[src/rtl/uart_pkg.sv]
// Shared UART transmitter definitions: FSM state codes, line levels, counter sizing.
package uart_pkg;

  typedef enum logic [2:0] {
    S_IDLE   = 3'd0,
    S_START  = 3'd1,
    S_DATA   = 3'd2,
    S_PARITY = 3'd3,
    S_STOP   = 3'd4
  } uart_state_e;

  localparam logic [2:0] ST_IDLE   = 3'(S_IDLE);
  localparam logic [2:0] ST_START  = 3'(S_START);
  localparam logic [2:0] ST_DATA   = 3'(S_DATA);
  localparam logic [2:0] ST_PARITY = 3'(S_PARITY);
  localparam logic [2:0] ST_STOP   = 3'(S_STOP);

  localparam logic LO = 1'b0;
  localparam logic HI = 1'b1;

  // Width of a counter that must reach os-1; never narrower than one bit.
  function automatic int cnt_width(input int os);
    return (os <= 2) ? 1 : $clog2(os);
  endfunction

endpackage

[src/rtl/uart_bit_timer.sv]
// Bit-cell timer: counts OVERSAMPLE cycles per cell, strobes cell_end on the last one.
// Latency: cell_end is combinational from the count; no backpressure.
module uart_bit_timer
  import uart_pkg::*;
#(
  parameter int OVERSAMPLE = 16
) (
  input  logic sys_clk,
  input  logic sys_rst,
  input  logic en,
  input  logic clr,
  output logic cell_end
);

  localparam int CW = cnt_width(OVERSAMPLE);
  localparam logic [CW-1:0] LAST = CW'(OVERSAMPLE - 1);

  logic [CW-1:0] cnt_q;
  logic [CW-1:0] cnt_d;

  assign cell_end = en && (cnt_q == LAST);

  always_comb begin
    cnt_d = cnt_q + 1'b1;
    if (clr || !en || cell_end) begin
      cnt_d = '0;
    end
  end

  always_ff @(posedge sys_clk or posedge sys_rst) begin
    if (sys_rst) begin
      cnt_q <= '0;
    end else begin
      cnt_q <= cnt_d;
    end
  end

endmodule

[src/rtl/uart_xmit_param.sv]
// UART transmitter with one-entry holding register; parity cell built with UART_XMIT_PARITY_EN.
// Latency: start bit appears 2 cycles after the accept edge; back-to-back frames have no gap.
// Backpressure: xmit_readyH low while the holding register is full; input ignored then.
module uart_xmit_param
  import uart_pkg::*;
#(
  parameter int DATA_BITS  = 8,
  parameter int OVERSAMPLE = 16,
  parameter int STOP_BITS  = 1,
  parameter int PARITY_ODD = 0
) (
  input  logic                 sys_clk,
  input  logic                 sys_rst,
  input  logic                 xmit_validH,
  input  logic [DATA_BITS-1:0] xmit_dataH,
  output logic                 xmit_readyH,
  output logic                 uart_xmitH,
  output logic                 xmit_busyH,
  output logic                 xmit_doneH
);

  if (DATA_BITS < 5 || DATA_BITS > 9) begin : g_bad_data_bits
    $error("uart_xmit_param: DATA_BITS must be 5..9");
  end
  if (OVERSAMPLE < 4 || OVERSAMPLE > 256) begin : g_bad_oversample
    $error("uart_xmit_param: OVERSAMPLE must be 4..256");
  end
  if (STOP_BITS != 1 && STOP_BITS != 2) begin : g_bad_stop_bits
    $error("uart_xmit_param: STOP_BITS must be 1 or 2");
  end
  if (PARITY_ODD != 0 && PARITY_ODD != 1) begin : g_bad_parity_odd
    $error("uart_xmit_param: PARITY_ODD must be 0 or 1");
  end

  logic [2:0]           state_q, state_d;
  logic [DATA_BITS-1:0] hold_q, hold_d;
  logic                 hold_full_q, hold_full_d;
  logic [DATA_BITS-1:0] shift_q, shift_d;
  logic [3:0]           bit_q, bit_d;
  logic                 line_q, line_d;
  logic                 done_q, done_d;
`ifdef UART_XMIT_PARITY_EN
  logic                 parity_q, parity_d;
`endif

  logic accept;
  logic load;
  logic cell_end;
  logic state_chg;
  logic last_data;
  logic last_stop;

  assign accept    = xmit_validH && !hold_full_q;
  assign state_chg = (state_d != state_q);
  assign last_data = (bit_q == 4'(DATA_BITS - 1));
  assign last_stop = (bit_q == 4'(STOP_BITS - 1));

  uart_bit_timer #(
    .OVERSAMPLE (OVERSAMPLE)
  ) u_bit_timer (
    .sys_clk  (sys_clk),
    .sys_rst  (sys_rst),
    .en       (state_q != ST_IDLE),
    .clr      (state_chg),
    .cell_end (cell_end)
  );

  // load marks every entry into START; that is the only hand-off from holding to shift register.
  always_comb begin
    state_d = state_q;
    load    = 1'b0;
    case (state_q)
      ST_IDLE: begin
        if (hold_full_q) begin
          state_d = ST_START;
          load    = 1'b1;
        end
      end
      ST_START: begin
        if (cell_end) state_d = ST_DATA;
      end
      ST_DATA: begin
        if (cell_end && last_data) begin
`ifdef UART_XMIT_PARITY_EN
          state_d = ST_PARITY;
`else
          state_d = ST_STOP;
`endif
        end
      end
`ifdef UART_XMIT_PARITY_EN
      ST_PARITY: begin
        if (cell_end) state_d = ST_STOP;
      end
`endif
      ST_STOP: begin
        if (cell_end && last_stop) begin
          if (hold_full_q) begin
            state_d = ST_START;
            load    = 1'b1;
          end else begin
            state_d = ST_IDLE;
          end
        end
      end
      default: state_d = ST_IDLE;
    endcase
  end

  always_comb begin
    hold_d      = hold_q;
    hold_full_d = hold_full_q;
    if (accept) begin
      hold_d      = xmit_dataH;
      hold_full_d = 1'b1;
    end else if (load) begin
      hold_d      = '0;
      hold_full_d = 1'b0;
    end
  end

  always_comb begin
    shift_d = shift_q;
    if (load) begin
      shift_d = hold_q;
    end else if (state_q == ST_DATA && cell_end) begin
      shift_d = shift_q >> 1;
    end
  end

  always_comb begin
    bit_d = bit_q;
    if (state_chg) begin
      bit_d = '0;
    end else if (cell_end) begin
      bit_d = bit_q + 4'd1;
    end
  end

`ifdef UART_XMIT_PARITY_EN
  always_comb begin
    parity_d = parity_q;
    if (load) begin
      parity_d = (^hold_q) ^ (PARITY_ODD != 0);
    end
  end
`endif

  // The line and done flops follow state_q, so both trail the FSM by one cycle in step.
  always_comb begin
    line_d = HI;
    case (state_q)
      ST_START:  line_d = LO;
      ST_DATA:   line_d = shift_q[0];
`ifdef UART_XMIT_PARITY_EN
      ST_PARITY: line_d = parity_q;
`endif
      ST_STOP:   line_d = HI;
      default:   line_d = HI;
    endcase
  end

  always_comb begin
    done_d = (state_q == ST_STOP) && cell_end && last_stop;
  end

  always_ff @(posedge sys_clk or posedge sys_rst) begin
    if (sys_rst) begin
      state_q     <= ST_IDLE;
      hold_q      <= '0;
      hold_full_q <= 1'b0;
      shift_q     <= '0;
      bit_q       <= '0;
      line_q      <= HI;
      done_q      <= 1'b0;
`ifdef UART_XMIT_PARITY_EN
      parity_q    <= 1'b0;
`endif
    end else begin
      state_q     <= state_d;
      hold_q      <= hold_d;
      hold_full_q <= hold_full_d;
      shift_q     <= shift_d;
      bit_q       <= bit_d;
      line_q      <= line_d;
      done_q      <= done_d;
`ifdef UART_XMIT_PARITY_EN
      parity_q    <= parity_d;
`endif
    end
  end

  assign xmit_readyH = !hold_full_q;
  assign uart_xmitH  = line_q;
  assign xmit_doneH  = done_q;
  // done_q covers the final stop cycle still on the line after the FSM has returned to IDLE.
  assign xmit_busyH  = (state_q != ST_IDLE) || hold_full_q || done_q;

endmodule

[config.mk]
export PLATFORM = sky130hd
export DESIGN_NAME = uart_xmit_param
export DESIGN_NICKNAME = d
export VERILOG_FILES = /design/src/rtl/uart_pkg.sv /design/src/rtl/uart_bit_timer.sv /design/src/rtl/uart_xmit_param.sv
export SDC_FILE = /design/constraint.sdc
export NUM_CORES = 1
export LEC_CHECK = 0
export ABC_AREA = 1
export BUFFER_PORTS_ARGS = -buffer_cell sky130_fd_sc_hd__buf_2
export CORE_ASPECT_RATIO = 0.75
export CORE_MARGIN = 5
export CORE_UTILIZATION = 24
export DETAILED_ROUTE_END_ITERATION = 6
export SKIP_CTS_REPAIR_TIMING = 1
export SLEW_MARGIN = 15
export SYNTH_ARGS = -nofsm -noshare
export SYNTH_HDL_FRONTEND = slang
export SYNTH_SLANG_ARGS = --single-unit
[constraint.sdc]
create_clock -name sys_clk -period 3.8 [get_ports sys_clk]
set_input_delay 0.76 -clock sys_clk [delete_from_list [all_inputs] [get_ports sys_clk]]
set_output_delay 0.76 -clock sys_clk [all_outputs]
set_load 0.05 [all_outputs]
---- Word level (Yosys, flattened, before mapping) ----
Cells that the tools add are included.
cells by class
  eq/ne operators ......................... 6
  div/mod/pow operators ................... 0
  $add $sub $neg .......................... 2
  reduce and logical (&&, ||, !) cells .... 19
  multipliers ............................. 0
  bitwise gates (word level) .............. 0
  magnitude comparators ................... 0
  muxes and demuxes ....................... 19
  shift-type cells ........................ 0
operators with widths
  cell                                                              number
  8-bit 2-to-1 mux                                                  4
  3-bit 2-to-1 mux                                                  4
  4-bit 2-to-1 mux                                                  3
  3-bit case mux with 4 select lines                                1
  4-bit by 1-bit adder with 4-bit output (second input constant)    2
  1-bit logical AND                                                 7
  2-bit nonzero test                                                3
  1-bit 2-to-1 mux                                                  5
  4-bit by 3-bit == test with 1-bit output (second input constant)  1
  4-bit == test (second input constant)                             1
  4-bit zero test                                                   1
  1-bit logical OR                                                  4
  1-bit case mux with 2 select lines                                2
  3-bit by 1-bit == test with 1-bit output (second input constant)  1
  3-bit by 2-bit == test with 1-bit output (second input constant)  1
  3-bit == test (second input constant)                             1
  3-bit zero test                                                   1
  3-bit inequality test                                             1
  3-bit nonzero test                                                1
  1-bit zero test                                                   2
word-level totals
  memory bits (read-only) ................. 0
  bits of input ports ..................... 11
  flip-flop bits (word level) ............. 30
  bits in latches ......................... 0
  RAM bits ................................ 0
  memories kept ........................... 0

---- Depth between registers and ports, before layout ----
Gate-level depths: netlist of the first run.
  depth in word-level cells ............... 9
  mapped depth ............................ 11
  gate-level depth less buffers ........... 11

---- Modules after synthesis ----
Synthesis of the first run repeated with hierarchy kept, for this count alone.
second synthesis, totals
  cell total of the unflattened synthesis .. 168
  area, all modules ....................... 1497.7 um2
modules (own cells, without submodules)
  module           times used  cells each  area each (um2)
  uart_xmit_param  1           146         1305.0
  uart_bit_timer   1           22          192.7

---- Least setup slack after synthesis of the first run ----
Ideal clock, no wire load.
  path type ............................... register to output
  start point ............................. reg hold_full_q
  end point ............................... out xmit_readyH
  arrival time ............................ 1.064 ns
  path buffers ............................ 1
  setup slack ............................. 1.976 ns
  stages on the path, launching flop included .. 3
  cell sequence ........................... dfrtp_1 -> inv_1 -> clkbuf_1
on the way
  word-level cells in the longest chain between the ends .. 1
ends and longest elaborated chain
  item                    RTL line                RTL
  start, declared         uart_xmit_param.sv:37   logic hold_full_q, hold_full_d;
  start signal, assigned  uart_xmit_param.sv:182  hold_full_q <= hold_full_d;
  1-bit zero test         uart_xmit_param.sv:193  assign xmit_readyH = !hold_full_q;
  end, declared           uart_xmit_param.sv:16   output logic xmit_readyH,
No other way between the ends.

---- Worst setup path in the final report of the first run ----
  start point ............................. reg state_q[1]
  end point ............................... out xmit_busyH
on the way
  word-level cells in the longest chain between the ends .. 3
ends and longest elaborated chain
  item                            RTL line                RTL
  start, declared                 uart_xmit_param.sv:35   logic [2:0] state_q, state_d;
  start signal, assigned          uart_xmit_param.sv:180  state_q <= state_d;
  3-bit nonzero test              uart_xmit_param.sv:197  assign xmit_busyH = (state_q != ST_IDLE) || hold_full_q || done_q;
  1-bit logical OR (2 in series)  uart_xmit_param.sv:197
  end, declared                   uart_xmit_param.sv:18   output logic xmit_busyH,
No other way between the ends.

==> results.json, run 1 <==
{
  "status": "finished clean",
  "r2r_start": "u_bit_timer.cnt_q[0]",
  "ys_types": 26,
  "cp-end-kind": "output port",
  "power-per-cell-area_nw_per_um2": 658,
  "cts_inserted_buffers": 5,
  "ys.flop_type": "dfrtp_1",
  "fin_cells": 260,
  "die_w_um": 101,
  "setup_tns_ns": 0,
  "worstSetupEndpoint": "xmit_busyH",
  "layout-drive-gt1-share_pct": 24.2,
  "port_buffers": 14,
  "synth_edf_count": 0,
  "synth_area_um2": 1490,
  "start_kind": "register",
  "clk_latency_ns": 0.28,
  "fmax_mhz": 463,
  "ys_ff_latch": 30,
  "die_h_um": 78.2,
  "reg2reg_slack_ns": 1.98,
  "fp-row-count": 24,
  "pin_count": 15,
  "crit_required_ns": 3.04,
  "n_antenna_cell": 0,
  "grt_pass1_vias": 1077,
  "arrival_ns": 1.40,
  "drc_errors": 0,
  "final_nets": 195,
  "yosys_warnings": 0,
  "drv_cap": 0,
  "cts_max_level": 2,
  "synthCells": 162,
  "path_class": "reg2out",
  "grt_max_degree": 31,
  "total_power_mw": 1.14,
  "crit_fanout": 3,
  "startpoint": "state_q[1]",
  "fin_crit_ns": 2.16,
  "slew_headroom_pct": 72.6,
  "rsz0062_at_grt": "false",
  "avgSynthCellArea_um2": 9.19,
  "ys_async_sr_fraction_pct": 100,
  "drv_slew": 0,
  "antenna_found_initial": 0,
  "drt-initial-drc-count": 58,
  "dpl.hpwl_um": 2070,
  "initial_core_util_pct": 25.2,
  "dp.cells": 252,
  "grt.total_usage_pct": 8.06,
  "finalCritPeriodShare_pct": 56.8,
  "routedWlPerCell_um": 10.8,
  "die_area_um2": 7900,
  "tightest_slew_ns": 0.410,
  "hold_slack_ns": 0.462,
  "path_clk_slew_ns": 0.06,
  "postRouteAntennaNets": 0,
  "area_growth_pct": 16.6,
  "finClkSkew_ns": 0.00513,
  "num_vias": 1096,
  "hold_viol": 0,
  "setup_viol": 0,
  "yosysSeqAreaShare_pct": 50.5,
  "hp-class": "reg2reg",
  "cts_root_buf": "clkbuf_8",
  "routabilityCongestion": 0.773,
  "vias_per_cell": 4.22,
  "grt-ovfl-total": 0,
  "cts_tree": "built",
  "syn_nets": 176,
  "worstRegToRegCells": 10,
  "coreArea_um2": 5920,
  "grt_pass1_wl_um": 4820,
  "r2r-end": "hold_q[5]",
  "numClockSinks": 30,
  "ir_drop_uv": 179,
  "dr.pass1.iters": 4,
  "cts_buffer_depth": 2,
  "p_leak_nw": 0.851,
  "routed_wl_um": 2810
}
## worst min path at each step
| stage | start | depth (start not counted) | to | slack, ns |
|---|---|---|---|---|
| final | u_bit_timer.cnt_q[0] | 1 | u_bit_timer.cnt_q[0] | 0.46 |
| after global routing | u_bit_timer.cnt_q[0] | 1 | u_bit_timer.cnt_q[0] | 0.48 |
| after CTS | u_bit_timer.cnt_q[0] | 1 | u_bit_timer.cnt_q[0] | 0.46 |
| after detailed placement | u_bit_timer.cnt_q[0] | 1 | u_bit_timer.cnt_q[0] | 0.46 |
| after global placement | u_bit_timer.cnt_q[0] | 1 | u_bit_timer.cnt_q[0] | 0.44 |
| after floorplan | u_bit_timer.cnt_q[0] | 1 | u_bit_timer.cnt_q[0] | 0.43 |
## registers in the layout, summed over array words and instances, names as in the netlist
signal             count
bit_q                  4
hold_full_q            1
hold_q                 8
shift_q                8
state_q                3
u_bit_timer.cnt_q      4
uart_xmitH             1
xmit_doneH             1
## stage by stage
stage          area [um2]  setup slack (ns)  util, %
2_1_floorplan        1490              1.98        -
5_1_grt              1740              1.57     29.4
6_report             1740              1.64     29.4
3_5_place_dp         1650              1.94     27.8
4_1_cts              1740              1.63     29.4
3_3_place_gp         1650              1.92     27.8
## power by group
| part | leakage [nW] | internal [mW] | total, mW | switching (mW) |
|---|---|---|---|---|
| Sequential | 0.390 | 0.424 | 0.467 | 0.0432 |
| Combinational | 0.412 | 0.124 | 0.417 | 0.293 |
| Clock | 0.0482 | 0.146 | 0.257 | 0.112 |
| Total | 0.851 | 0.694 | 1.14 | 0.448 |
## layout make-up
class | instances | area (um2)
clock buffer | 7 | 86.3
timing repair buffer | 15 | 77.6
inverter | 30 | 115
fill | 609 | 4180
sequential | 30 | 752
tap | 78 | 97.6
clock inverter | 1 | 5.00
multi-input combinational | 99 | 603
## layout by cell type (no fill, tap or decap), types with 2 or more instances in the layout
cell,count
o21ai_0,11
nor2_1,16
ha_1,3
dfrtp_1,29
nand2_4,3
nand3_1,21
xor2_1,4
inv_1,26
o21ai_2,2
o211ai_2,5
nand2_2,2
inv_2,3
buf_2,14
clkbuf_8,6
nand4_1,3
nand2_1,21
## worst max-delay path: stages, from the launching register on
cell and delay, ns:
dfrtp_1 0.40, nor2_1 0.22, nand2_2 0.10, inv_2 0.14, nand2_1 0.06, buf_2 0.21
## routing by layer
| layer | global-route usage [%] | vias up | part of all wire, % | wire length, um |
|---|---|---|---|---|
| met2 | 10.7 | 20 | 41 | 1140 |
| li1 | - | 558 | - | - |
| met3 | 3.63 | 8 | 7.2 | 203 |
| met5 | 0 | - | 0 | 0 |
| met4 | 5.58 | 0 | 3.3 | 92 |
| met1 | 10.3 | 510 | 49 | 1380 |
## cell families after synthesis
family / share of synthesized area [%]
AND/OR/NAND/NOR: 23.3
buffers and inverters: 8.99
flip-flops: 50.5
AO/OA/AOI/OAI: 11.0
XOR/XNOR: 2.94
adder cells (fa/ha/maj): 2.52
multiplexers: 0.756
## Yosys cell counts, types with 2 or more instances
cell type	instances	share of area [%]
xor2_1	4	2.4
clkbuf_1	2	0.50
o211ai_2	5	4.2
nand3_1	21	7.1
o21ai_0	11	3.7
ha_1	3	2.5
nor2_1	16	4.0
nand2_1	21	5.3
o21ai_2	2	1.2
nand4_1	3	1.3
inv_1	26	6.6
nand2_2	2	0.84
nand2_4	3	2.3
dfrtp_1	29	49
inv_2	3	0.76
(Power assumes the default switching activity.)
==> run 2: changes to the inputs <==
--- a/config.mk
+++ b/config.mk
@@ -5,7 +5,7 @@
 export SDC_FILE = /design/constraint.sdc
 export NUM_CORES = 1
 export LEC_CHECK = 0
-export ABC_AREA = 1
+export ABC_AREA = 0
 export BUFFER_PORTS_ARGS = -buffer_cell sky130_fd_sc_hd__buf_2
 export CORE_ASPECT_RATIO = 0.75
 export CORE_MARGIN = 5
==> constraint.sdc (replaced) <==
create_clock -name sys_clk -period 2 [get_ports sys_clk]
set_input_delay 0.4 -clock sys_clk [delete_from_list [all_inputs] [get_ports sys_clk]]
set_output_delay 0.4 -clock sys_clk [all_outputs]
set_load 0.05 [all_outputs]
==> run 2 against run 1 <==
Effect of this change: global-route usage up 0.33 points; sequential share of layout area down 1.2 points; total power up 92%; first-iteration DRC count down 74%; worst hold slack worse by 0.28 ns; cell count down 5.4%; worst setup slack worse by 1.6 ns; wire length up 5.9%; flip-flop and latch count unchanged; critical path type unchanged; highest routed layer unchanged; clock-buffer cell count unchanged; die area up 0.97%.
==> results.json, run 2 <==
{
  "final.setup.worst_slack_ns": 0.0233,
  "cp-end-kind": "output port",
  "crit_chain": "or3_4 -> or3_4 -> buf_6",
  "p_comb_share_pct": 33.6,
  "post-place-ws_ns": 0.102,
  "synth_top_area_share_pct": 48.2,
  "hp-class": "in2async",
  "grt_max_degree": 31,
  "final_nets": 178,
  "numClockSinks": 30,
  "layout-drive-gt1-share_pct": 24.8,
  "die_h_um": 78.6,
  "drt-initial-drc-count": 15,
  "clk_latency_ns": 0.28,
  "crit_required_ns": 1.60,
  "grt-ovfl-total": 0,
  "ys.flop_type": "dfrtp_1",
  "synth_edf_count": 0,
  "final_cell_mix": "dfrtp_1, nand2_1, buf_2, o21ai_0",
  "p_leak_nw": 0.813,
  "die_w_um": 101,
  "syn_nets": 158,
  "pwr-share-seq_pct": 43.5,
  "start_kind": "register",
  "cts_max_level": 2,
  "p_switching_mw": 0.769,
  "yosysTopAreaCell": "dfrtp_1",
  "antenna_found_initial": 0,
  "drv_cap": 0,
  "routed_wl_um": 2980,
  "die_area_um2": 7970,
  "power-per-cell-area_nw_per_um2": 1230,
  "slew_headroom_pct": 61.2,
  "rsz0062_at_grt": "true",
  "cts_buffer_depth": 2,
  "dr.pass1.iters": 4,
  "fin_crit_ns": 1.98,
  "pin_count": 15,
  "yosysMostFrequentCell": "dfrtp_1",
  "postRouteAntennaNets": 0,
  "cts_tree": "built",
  "tightest_slew_ns": 0.580,
  "initial_core_util_pct": 24.3,
  "ys_top_cells_by_area": "dfrtp_1, nand2_1, a221o_1",
  "synthCells": 144,
  "yosys_warnings": 0,
  "crit_fanout": 4,
  "status": "finished clean",
  "avgSynthCellArea_um2": 10.5,
  "ys_types": 38,
  "cts_inserted_buffers": 5,
  "drc_errors": 0,
  "hold_viol": 0,
  "fp-row-count": 25,
  "drv_slew": 0,
  "cts_root_buf": "clkbuf_8",
  "grt.total_usage_pct": 8.39,
  "num_vias": 1100,
  "dpl.hpwl_um": 2140,
  "critPathMaxStageDelay_ns": 0.42,
  "synth_common_cells": "dfrtp_1, nand2_1, o21ai_0, nor2_1, nor3_1",
  "routabilityCongestion": 0.764,
  "arrival_ns": 1.58,
  "intPower_mw": 1.42,
  "area_growth_pct": 18.5,
  "path_clk_slew_ns": 0.07,
  "finClkSkew_ns": 0.00478,
  "n_antenna_cell": 0,
  "fin_cells": 246,
  "port_buffers": 14,
  "setup_viol": 0,
  "setup_tns_ns": 0,
  "path_class": "reg2out",
  "largestRegisters": "hold_q (8), shift_q (8)",
  "coreArea_um2": 6190,
  "grt_pass1_wl_um": 5240,
  "ir_drop_uv": 387,
  "synth_area_um2": 1510,
  "ys_ff_latch": 30,
  "ys_async_sr_fraction_pct": 100,
  "p_clk_share_pct": 23.0,
  "final_common_cell": "dfrtp_1",
  "vias_per_cell": 4.47,
  "n_fill_cell": 668,
  "crit_top_cell": "or3_4",
  "fmax_mhz": 506,
  "finalCritPeriodShare_pct": 98.8,
  "total_power_mw": 2.19,
  "dp.cells": 238,
  "routedWlPerCell_um": 12.1,
  "p_sw_share_pct": 35.1,
  "grt_pass1_vias": 1128,
  "cp_slowest_cell": "or3_4",
  "yosysSeqAreaShare_pct": 50.0
}
-- run 2: cell types whose count changed in the layout (fill, tap and decap cells not counted), sizes merged, moves of 9 or more --
cell / change
nand3: -17
nor3: +9
nor2: -11
inv: -26
-- run 2: final timing paths --
check / startpoint / end / slack, ns / cells past startpoint
hold / removal: sys_rst / xmit_doneH / 0.18 / 3
setup reg to reg: u_bit_timer.cnt_q[0] / shift_q[7] / 0.18 / 5
max in group asynchronous: sys_rst / uart_xmitH / 1.50 / 3
min in group sys_clk: xmit_dataH[5] / hold_q[5] / 0.32 / 3
setup / recovery: state_q[1] / xmit_busyH / 0.02 / 3
hold reg to reg: u_bit_timer.cnt_q[0] / u_bit_timer.cnt_q[0] / 0.49 / 1
-- run 2: final cells by class --
| type | instances | area (um2) | area share, % |
|---|---|---|---|
| clock inverters | 1 | 5.00 | 0.281 |
| clock buffers | 7 | 86.3 | 4.84 |
| well taps | 81 | 101 | 5.68 |
| multi-input cells | 103 | 703 | 39.4 |
| inverters | 4 | 15.0 | 0.842 |
| repair buffers | 20 | 121 | 6.80 |
| flip-flops and latches | 30 | 752 | 42.1 |
-- run 2: power by group through the flow --
stage | Sequential [mW] | Combinational [mW] | Clock (mW)
floorplan | 0.946 | 0.593 | 0
global placement | 0.950 | 0.711 | 0
detailed placement | 0.952 | 0.725 | 0
CTS | 0.946 | 0.724 | 0.527
global route | 0.977 | 0.826 | 0.540
finish | 0.951 | 0.735 | 0.503
-- run 2: kinds of logic (layout without fill, tap and decap cells) --
logic type,after synthesis,in the layout,synth area share (%)
fa+ha+maj,3,3,2.49
compound gates,27,27,13.8
buf+inv,11,32,4.57
simple gates,65,65,24.0
mux,3,3,2.24
xor+xnor,5,5,2.91
flops,30,30,50.0
-- run 2: critical path, delay by kind of cell (launching register included) --
kind          cells  cell delay, ns
simple gates      2            0.76
flops             1            0.38
buf+inv           1            0.16
-- run 2: layer usage --
metal | routed length [um] | GRT usage (%) | vias up
li1 | - | - | 548
met1 | 1650 | 12.3 | 528
met2 | 1160 | 10.9 | 19
met3 | 118 | 2.93 | 5
met4 | 56 | 3.59 | 0
met5 | 0 | 0 | -
-- run 2: metrics by stage --
stage | hold WS (ns) | util (%) | instance area [um2]
after floorplan | 0.452 | - | 1510
after global placement | 0.465 | 26.9 | 1670
after detailed placement | 0.483 | 26.9 | 1670
after CTS | 0.193 | 28.4 | 1760
after global routing | 0.224 | 28.8 | 1780
final | 0.182 | 28.8 | 1780
